**src/rtl/ex_muldiv_unit.sv**
```systemverilog
// Iterative RV32M multiply/divide: 32 shift-add / restoring-divide steps, then one fix-up cycle.
// Busy is high for 33 cycles and Done pulses 34 edges after Start; Start is ignored while Busy, and Flush aborts the op.
module ex_muldiv_unit #(
  parameter int XLEN  = 32,
  parameter int CNT_W = 5
) (
  input  logic            clk,
  input  logic            rst_n,
  input  logic            Start,
  input  logic [2:0]      Funct3,
  input  logic [XLEN-1:0] Operand_A,
  input  logic [XLEN-1:0] Operand_B,
  input  logic            Flush,
  output logic            Busy,
  output logic            Done,
  output logic [XLEN-1:0] Result
);

  typedef enum logic [1:0] {IDLE = 2'd0, CALC = 2'd1, FIX = 2'd2} state_t;

  state_t            r_state;
  logic [CNT_W-1:0]  r_cnt;
  logic [2:0]        r_f3;
  logic              r_a_neg;
  logic              r_b_neg;
  logic [XLEN-1:0]   r_a_mag;
  logic [XLEN-1:0]   r_b_mag;
  logic [XLEN-1:0]   r_a_raw;
  logic [XLEN-1:0]   r_hi;
  logic [XLEN-1:0]   r_lo;
  logic [XLEN-1:0]   r_res;
  logic              r_pend;

  logic              w_a_sgn;
  logic              w_b_sgn;
  logic              w_a_neg;
  logic              w_b_neg;
  logic [XLEN-1:0]   w_a_mag;
  logic [XLEN-1:0]   w_b_mag;
  logic [XLEN:0]     w_madd;
  logic [XLEN:0]     w_shift;
  logic              w_ge;
  logic [XLEN-1:0]   w_diff;
  logic [2*XLEN-1:0] w_prod;
  logic [2*XLEN-1:0] w_prod_s;
  logic [XLEN-1:0]   w_quo;
  logic [XLEN-1:0]   w_rem;
  logic              w_div0;
  logic [XLEN-1:0]   w_fix_res;

  assign w_a_sgn = (Funct3 == 3'b001) || (Funct3 == 3'b010) ||
                   (Funct3 == 3'b100) || (Funct3 == 3'b110);
  assign w_b_sgn = (Funct3 == 3'b001) || (Funct3 == 3'b100) || (Funct3 == 3'b110);
  assign w_a_neg = w_a_sgn & Operand_A[XLEN-1];
  assign w_b_neg = w_b_sgn & Operand_B[XLEN-1];
  assign w_a_mag = w_a_neg ? -Operand_A : Operand_A;
  assign w_b_mag = w_b_neg ? -Operand_B : Operand_B;

  // Multiply: {r_hi, r_lo} holds partial product above the not-yet-consumed multiplier bits.
  assign w_madd  = {1'b0, r_hi} + {1'b0, (r_lo[0] ? r_a_mag : {XLEN{1'b0}})};

  // Divide: r_hi is the partial remainder, r_lo shifts dividend bits out and quotient bits in.
  assign w_shift = {r_hi, r_lo[XLEN-1]};
  assign w_ge    = (w_shift >= {1'b0, r_b_mag});
  assign w_diff  = w_shift[XLEN-1:0] - r_b_mag;

  assign w_prod   = {r_hi, r_lo};
  assign w_prod_s = (r_a_neg ^ r_b_neg) ? -w_prod : w_prod;
  assign w_quo    = (r_a_neg ^ r_b_neg) ? -r_lo : r_lo;
  assign w_rem    = r_a_neg ? -r_hi : r_hi;
  assign w_div0   = (r_b_mag == {XLEN{1'b0}});

  always_comb begin
    w_fix_res = '0;
    case (r_f3)
      3'b000:                 w_fix_res = w_prod_s[XLEN-1:0];
      3'b001, 3'b010, 3'b011: w_fix_res = w_prod_s[2*XLEN-1:XLEN];
      3'b100, 3'b101:         w_fix_res = w_div0 ? {XLEN{1'b1}} : w_quo;
      default:                w_fix_res = w_div0 ? r_a_raw : w_rem;
    endcase
  end

  always_ff @(posedge clk or negedge rst_n) begin
    if (!rst_n) begin
      r_state <= IDLE;
      r_cnt   <= '0;
      r_f3    <= '0;
      r_a_neg <= 1'b0;
      r_b_neg <= 1'b0;
      r_a_mag <= '0;
      r_b_mag <= '0;
      r_a_raw <= '0;
      r_hi    <= '0;
      r_lo    <= '0;
      r_res   <= '0;
      r_pend  <= 1'b0;
      Busy    <= 1'b0;
      Done    <= 1'b0;
      Result  <= '0;
    end else begin
      // Result and Done are published one cycle after FIX so Done follows the Busy drop.
      Done   <= r_pend;
      r_pend <= 1'b0;
      if (r_pend) Result <= r_res;

      case (r_state)
        IDLE: begin
          if (Start && !Flush) begin
            r_f3    <= Funct3;
            r_a_neg <= w_a_neg;
            r_b_neg <= w_b_neg;
            r_a_mag <= w_a_mag;
            r_b_mag <= w_b_mag;
            r_a_raw <= Operand_A;
            r_hi    <= '0;
            r_lo    <= Funct3[2] ? w_a_mag : w_b_mag;
            r_cnt   <= '0;
            Busy    <= 1'b1;
            r_state <= CALC;
          end
        end
        CALC: begin
          if (Flush) begin
            Busy    <= 1'b0;
            r_state <= IDLE;
          end else begin
            if (r_f3[2]) begin
              r_hi <= w_ge ? w_diff : w_shift[XLEN-1:0];
              r_lo <= {r_lo[XLEN-2:0], w_ge};
            end else begin
              r_hi <= w_madd[XLEN:1];
              r_lo <= {w_madd[0], r_lo[XLEN-1:1]};
            end
            r_cnt <= r_cnt + CNT_W'(1);
            if (r_cnt == {CNT_W{1'b1}}) r_state <= FIX;
          end
        end
        FIX: begin
          if (!Flush) begin
            r_res  <= w_fix_res;
            r_pend <= 1'b1;
          end
          Busy    <= 1'b0;
          r_state <= IDLE;
        end
        default: begin
          Busy    <= 1'b0;
          r_state <= IDLE;
        end
      endcase
    end
  end

endmodule

```
**config.mk**
```make
export PLATFORM = sky130hd
export DESIGN_NAME = ex_muldiv_unit
export DESIGN_NICKNAME = d
export VERILOG_FILES = /design/src/rtl/ex_muldiv_unit.sv
export SDC_FILE = /design/constraint.sdc
export NUM_CORES = 1
export LEC_CHECK = 0
export CAP_MARGIN = 30
export CORE_AREA = 3 3 234 236
export DETAILED_ROUTE_END_ITERATION = 8
export DIE_AREA = 0 0 237 239
export DONT_BUFFER_PORTS = 1
export RECOVER_POWER = 25
export SLEW_MARGIN = 15
export SYNTH_ARGS = -nofsm -noshare
export SYNTH_HDL_FRONTEND = slang
export SYNTH_SLANG_ARGS = --single-unit
```
**constraint.sdc**
```tcl
create_clock -name clk -period 3 [get_ports clk]
set_input_delay 0.6 -clock clk [delete_from_list [all_inputs] [get_ports clk]]
set_output_delay 0.6 -clock clk [all_outputs]
set_load 0.02 [all_outputs]
```
==> reports/qor.csv, run 1 <==
metric,value,unit
global-route wire length before repair,117000,um
Finish-stage setup viols,0,
WS Path Type,register to register,
Starting Density,35.1,%
dpl hpwl,62500,um
Remaining DRCs,0,
Netlist cell types,86,
total number of vias,18879,
Top-Level Pins,105,
largest area contributor in the netlist,dfrtp_1,
Tot Pwr,0.0192,W
"EDFF count, synth",0,
CTS root buf,clkbuf_16,
fin nets,2634,
status,"complete, but fails checks",
maximum fanout along the worst path,7,
Setup crit start kind,register,
Worst-Skew Late Latency,580,ps
Post-Syn Area,18500,um^2
Fin. Hold Viols,238,
r2r setup slk,10,ps
PortBufs,0,
Layout area overhead,22.3,%
Hold Slack,-258,ps
Async SR Flop Fraction,100,%
Non-Filler Instances,3201,
leak pwr,10.0,nW
critical path data required time,3450,ps
drt pass-1 iters,6,
setup tns final,0,ps
Bufs and invs on worst path,1,
initial antenna violation count,0,
worst hold path type,input port to asynchronous set/reset pin,
CTS tree,done,
clk sinks,238,
worst path cell trace,"inv_4, ha_4, or3b_4, or4_4, or3_4, o41ai_4, xor2_1, o2111ai_1, o21a_1",
syn avg cell area,8.00,um^2
register area share after synthesis,32.2,%
fin. max-slew vios,0,
WL/cell,24.9,um
Synth Warn #,0,
violated checks,negative hold slack,
global route overflow,0,
Worst Path Arrival,3440,ps
post-synth net total,2456,
deepest clock path buffer count,3,
Cell Pwr Density,851,nW/um^2
cell family with the largest share of critical-path delay,simple AND/OR/NAND/NOR gates,
worst slew pin tran,823,ps
main flop type after synthesis,dfrtp_1,
CP max stage cell,or4_4,
slew margin rel.,44.9,%
GRT Overall Usage,27.2,%
Synth Register Bits,238,
RSZ-0062 raised after global routing,true,
Core Region,52700,um^2
Synth top area share,32.2,%
CP peak stage delay,560,ps
Synth area leaders,"dfrtp_1 (32%), nand2_1 (6.7%), o21ai_0 (5.5%)",
"Reg clk slew, reported paths",60,ps
Cells after DPL,3141,
VDD IR-drop max,0.000472,V
WL final,79600,um
routability cong.,1.02,
vias in the first global route,18141,
pin count of the biggest net entering global routing,239,
H-tree depth,1,
post-synthesis cell count,2313,
share of cells above drive strength 1,19.9,%
die area,56600,um^2
Max Cap Violations,0,
DRT iter0 DRCs,2084,
Die Span Y,239,um
Die W,237,um
Placement Rows,84,
CTS Buf Count,29,
skew final,24.8,ps
Worst Setup End Kind,register,
Post-DRT Antenna Nets,0,
Final period util,99.6,%
crit path time final,2990,ps
max frequency,335,MHz
vias per cell,5.90,
==> flip-flops by register name (all words and copies together), names as in the netlist <==
signal	cells
r_a_raw	31
r_state	2
r_a_neg	1
r_b_neg	1
Busy	1
r_b_mag	32
r_a_mag	32
Result	32
r_cnt	5
r_lo	32
r_res	32
Done	1
r_hi	32
r_f3	3
r_pend	1
==> stage by stage <==
| step | instance area, um^2 | util [%] | worst slack (ps) |
|---|---|---|---|
| after global routing | 22600 | 43.0 | -79.6 |
| final | 22600 | 43.0 | 11.4 |
| after floorplan | 18500 | - | 14.0 |
| after CTS | 22100 | 42.0 | -6.76 |
| after global placement | 21100 | 40.1 | -261 |
| after detailed placement | 21100 | 40.1 | -332 |
==> kinds of logic after synthesis <==
kind of cell / count (synthesis) / share of synthesized area, %
and+or+nand+nor: 822 / 20.9
AOI/OAI and AO/OA: 680 / 23.1
DFF: 238 / 32.2
buffers and inverters: 220 / 4.63
xor gates and xnor gates: 187 / 8.85
muxes: 94 / 5.32
adders and majority gates: 72 / 4.95
==> area by class of cell <==
cell class / instances / area, um^2
repair buffers: 294 / 2320
inverters: 73 / 277
diodes: 1 / 2.50
flip-flops and latches: 238 / 5960
clock inverters: 16 / 181
multi-input cells: 1855 / 12200
fillers: 5199 / 30000
well taps: 688 / 861
clock buffers: 36 / 802
==> worst paths after layout <==
check	from	end	cells past startpoint
worst max-delay path	r_hi[0]	r_res[22]	9
worst min-delay path	rst_n	Result[26]	0
worst max register to register	r_hi[0]	r_res[22]	9
worst min register to register	r_a_mag[10]	r_a_mag[10]	2
max in group asynchronous	rst_n	r_b_mag[28]	0
min in group clk	Flush	r_state[0]	1
==> synthesized netlist by cell type, drive strengths merged, types with 14 or more instances <==
master,count
or4,20
clkbuf,133
a211oi,26
o21ai,208
nor2,174
mux2,35
a21oi,187
mux2i,59
xnor2,85
dfrtp,238
o31ai,37
nor4,29
ha,70
and3,23
buf,14
and2,39
a31oi,29
or3,25
nand2b,19
o211ai,32
o41ai,14
nor3,45
nand2,331
xor2,102
inv,73
nand4,21
nand3,54
a21o,18
==> power by group <==
part,leakage (nW),internal [W],switching [W]
combinational,6.50,0.00459,0.00654
sequential,3.06,0.00374,0.000702
clock,0.485,0.00216,0.00151
total,10.0,0.0105,0.00875
==> layer usage <==
layer | GRT usage, % | vias up | wire length (um)
li1 | - | 8682 | -
met1 | 36.5 | 9250 | 33700
met2 | 42.3 | 798 | 35000
met3 | 6.35 | 149 | 7090
met4 | 10.8 | 0 | 3710
met5 | 0 | - | 0
==> cells in the final DEF (no fill, tap or decap), drive strengths merged, types with 9 or more instances in the layout <==
master	Yosys	final
a21oi	187	187
buf	14	294
o21ai	208	208
mux2i	59	59
nor4	29	29
and3	23	23
xor2	102	102
o221ai	9	9
and2	39	39
inv	73	76
o21bai	11	11
o21a	10	10
a221oi	9	9
nand2b	19	19
or4	20	20
nor3	45	45
clkbuf	133	36
nand4	21	21
nand2	331	331
nor2b	11	11
or2	13	13
o22ai	9	9
nand3	54	54
xnor2	85	85
nor2	174	174
o41ai	14	14
ha	70	70
o31ai	37	37
a31oi	29	29
o211ai	32	32
dfrtp	238	238
a21o	18	18
a211oi	26	26
or3	25	25
mux2	35	35
==> timing repair <==
item                                    CTS  global route
pin swaps                                 1            18
setup buffers                             0             7
gates resized for setup                  14            93
endpoints found under the setup margin   11            54
endpoints found under the hold margin   238           238
No activity file was read; power rests on OpenSTA's default activity.
==> run 2, diff against run 1 <==
==> constraint.sdc (replaced) <==
create_clock -name clk -period 3.7 [get_ports clk]
set_input_delay 0.74 -clock clk [delete_from_list [all_inputs] [get_ports clk]]
set_output_delay 0.74 -clock clk [all_outputs]
set_load 0.02 [all_outputs]
==> run 2 against run 1 <==
Net effect: the run still ends with negative hold slack left; via count decreased by 4.9%; critical path depth unchanged; combinational power decreased by 34%; clock power decreased by 26%; critical endpoint is now r_res[0].
==> reports/qor.csv, run 2 (same netlist as run 1, synthesis figures left out) <==
metric,value,unit,change
worst r2r src,r_lo[20],,
fin. max-slew vios,0,,unchanged
routability cong.,1.01,,-0.87%
total number of vias,17963,,-4.9%
Worst Setup End Kind,register,,
CTS tree,done,,
share of cells above drive strength 1,9.15,%,-11 points
Max Cap Violations,0,,unchanged
deepest clock path buffer count,3,,unchanged
Starting Density,35.1,%,unchanged
VDD IR-drop max,0.000326,V,-31%
Placement Rows,84,,unchanged
Layout area overhead,10.4,%,
Post-DRT Antenna Nets,0,,unchanged
drt pass-1 iters,5,,-1
Cell Pwr Density,680,nW/um^2,-20%
maximum fanout along the worst path,7,,unchanged
Core Region,52700,um^2,unchanged
skew final,19.7,ps,-5.13 ps
fillcell total,5435,,+4.5%
H-tree depth,1,,unchanged
slew margin rel.,32.1,%,-13 points
global route overflow,0,,unchanged
setup tns final,0,ps,unchanged
violated checks,negative hold slack,,
GRT Overall Usage,25.9,%,-1.2 points
worst hold path type,input port to asynchronous set/reset pin,,
leak pwr,8.88,nW,-12%
WS Path Type,register to register,,
PortBufs,0,,unchanged
"Core Util, Final",38.8,%,-4.2 points
setup bufs post-CTS,0,,unchanged
Remaining DRCs,0,,unchanged
"Reg clk slew, reported paths",60,ps,about the same
CTS root buf,clkbuf_16,,
dpl hpwl,59100,um,-5.5%
DRT iter0 DRCs,1765,,-15%
worst reg2reg path depth,9,,unchanged
Die Span Y,239,um,unchanged
initial antenna violation count,0,,unchanged
WL final,75800,um,-4.7%
global-route wire length before repair,112000,um,-4.1%
worst slew pin tran,1020,ps,+194 ps
Worst Path Arrival,3800,ps,+360 ps
Top-Level Pins,105,,unchanged
pin count of the biggest net entering global routing,239,,unchanged
DP Worst Slack,139,ps,+471 ps
critical path data required time,4120,ps,+670 ps
WL/cell,25.3,um,+1.8%
"most common cell after layout, fill and taps aside",nand2_1,,
vias in the first global route,17043,,-6.1%
status,"complete, but fails checks",,
Inserted Diodes,0,,-1
crit path time final,3380,ps,+393 ps
fin nets,2431,,-7.7%
vias per cell,6.00,,+1.7%
post-cts resize count,0,,-14
Worst-Skew Late Latency,580,ps,about the same
max frequency,296,MHz,-12%
most frequent cells in the layout,"nand2_1 (331), dfrtp_1 (237), o21ai_0 (203), a21oi_1 (187), nor2_1 (173)",,
final worst slack,319,ps,+307 ps
Final period util,91.4,%,-8.2 points
Die W,237,um,unchanged
clk sinks,238,,unchanged
CTS Buf Count,28,,-3.4%
crit path from,r_lo[20],,
RSZ-0062 raised after global routing,false,,
die area,56600,um^2,unchanged
Fin. Hold Viols,72,,-70%
Finish-stage setup viols,0,,unchanged
Hold Slack,-122,ps,+136 ps
FF-to-FF End,r_res[0],,
r2r setup slk,320,ps,+310 ps
Setup crit start kind,register,,
## run 2: cell count changes in the layout (fill, tap and decap cells not counted), moves of 6 or more
cell	change
a21oi_1	+10
a21oi_2	-10
buf_4	-196
o21ai_0	+12
o21ai_1	-10
o31ai_1	+9
o31ai_2	-6
## run 2: worst max path at each step
stage                endpoint  slack (ps)  cells after the start
floorplan           r_res[30]         510                     10
global placement     r_lo[21]         200                      9
detailed placement   r_lo[21]         140                      9
CTS                  r_hi[25]         370                     12
global route         r_hi[25]         170                     10
finish               r_res[0]         320                      9
## run 2: per-layer routing
metal / part of all wire, % / global-route usage, % / up-vias
li1: - / - / 8262
met1: 43 / 35.2 / 8753
met2: 45 / 41.2 / 792
met3: 8.3 / 4.95 / 156
met4: 4.3 / 9.57 / 0
met5: 0 / 0 / -
## run 2: power breakdown
group	internal [W]	leakage [nW]	switching (W)	total, W
Clock	0.00154	0.426	0.00117	0.00272
Combinational	0.00281	5.39	0.00456	0.00737
Sequential	0.00303	3.06	0.000793	0.00382
Total	0.00737	8.88	0.00653	0.0139
## run 2: cell type report
class	count	area (um^2)	area share [%]
Sequential cell	238	5960	29.1
Clock buffer	37	776	3.80
Multi-Input combinational cell	1855	11700	57.4
Tap cell	688	861	4.21
Clock inverter	12	100	0.490
Timing Repair Buffer	92	748	3.66
Inverter	73	274	1.34
## run 2: critical path, cell delays in order (launching register included)
cell and delay (ps):
dfrtp_1 500, nor4_1 620, nor4b_4 450, nand4_2 160, buf_4 210, nor2_1 230, nor2_1 100, xnor2_1 140
a222oi_1 670, o21ai_0 150
## run 2: metrics by stage
step	instances	total power (W)	instance area, um^2
floorplan	2313	0.00848	18500
global placement	2944	0.0110	19500
detailed placement	2946	0.0110	19600
CTS	2995	0.0138	20400
global route	2995	0.0147	20400
finish	2995	0.0139	20400
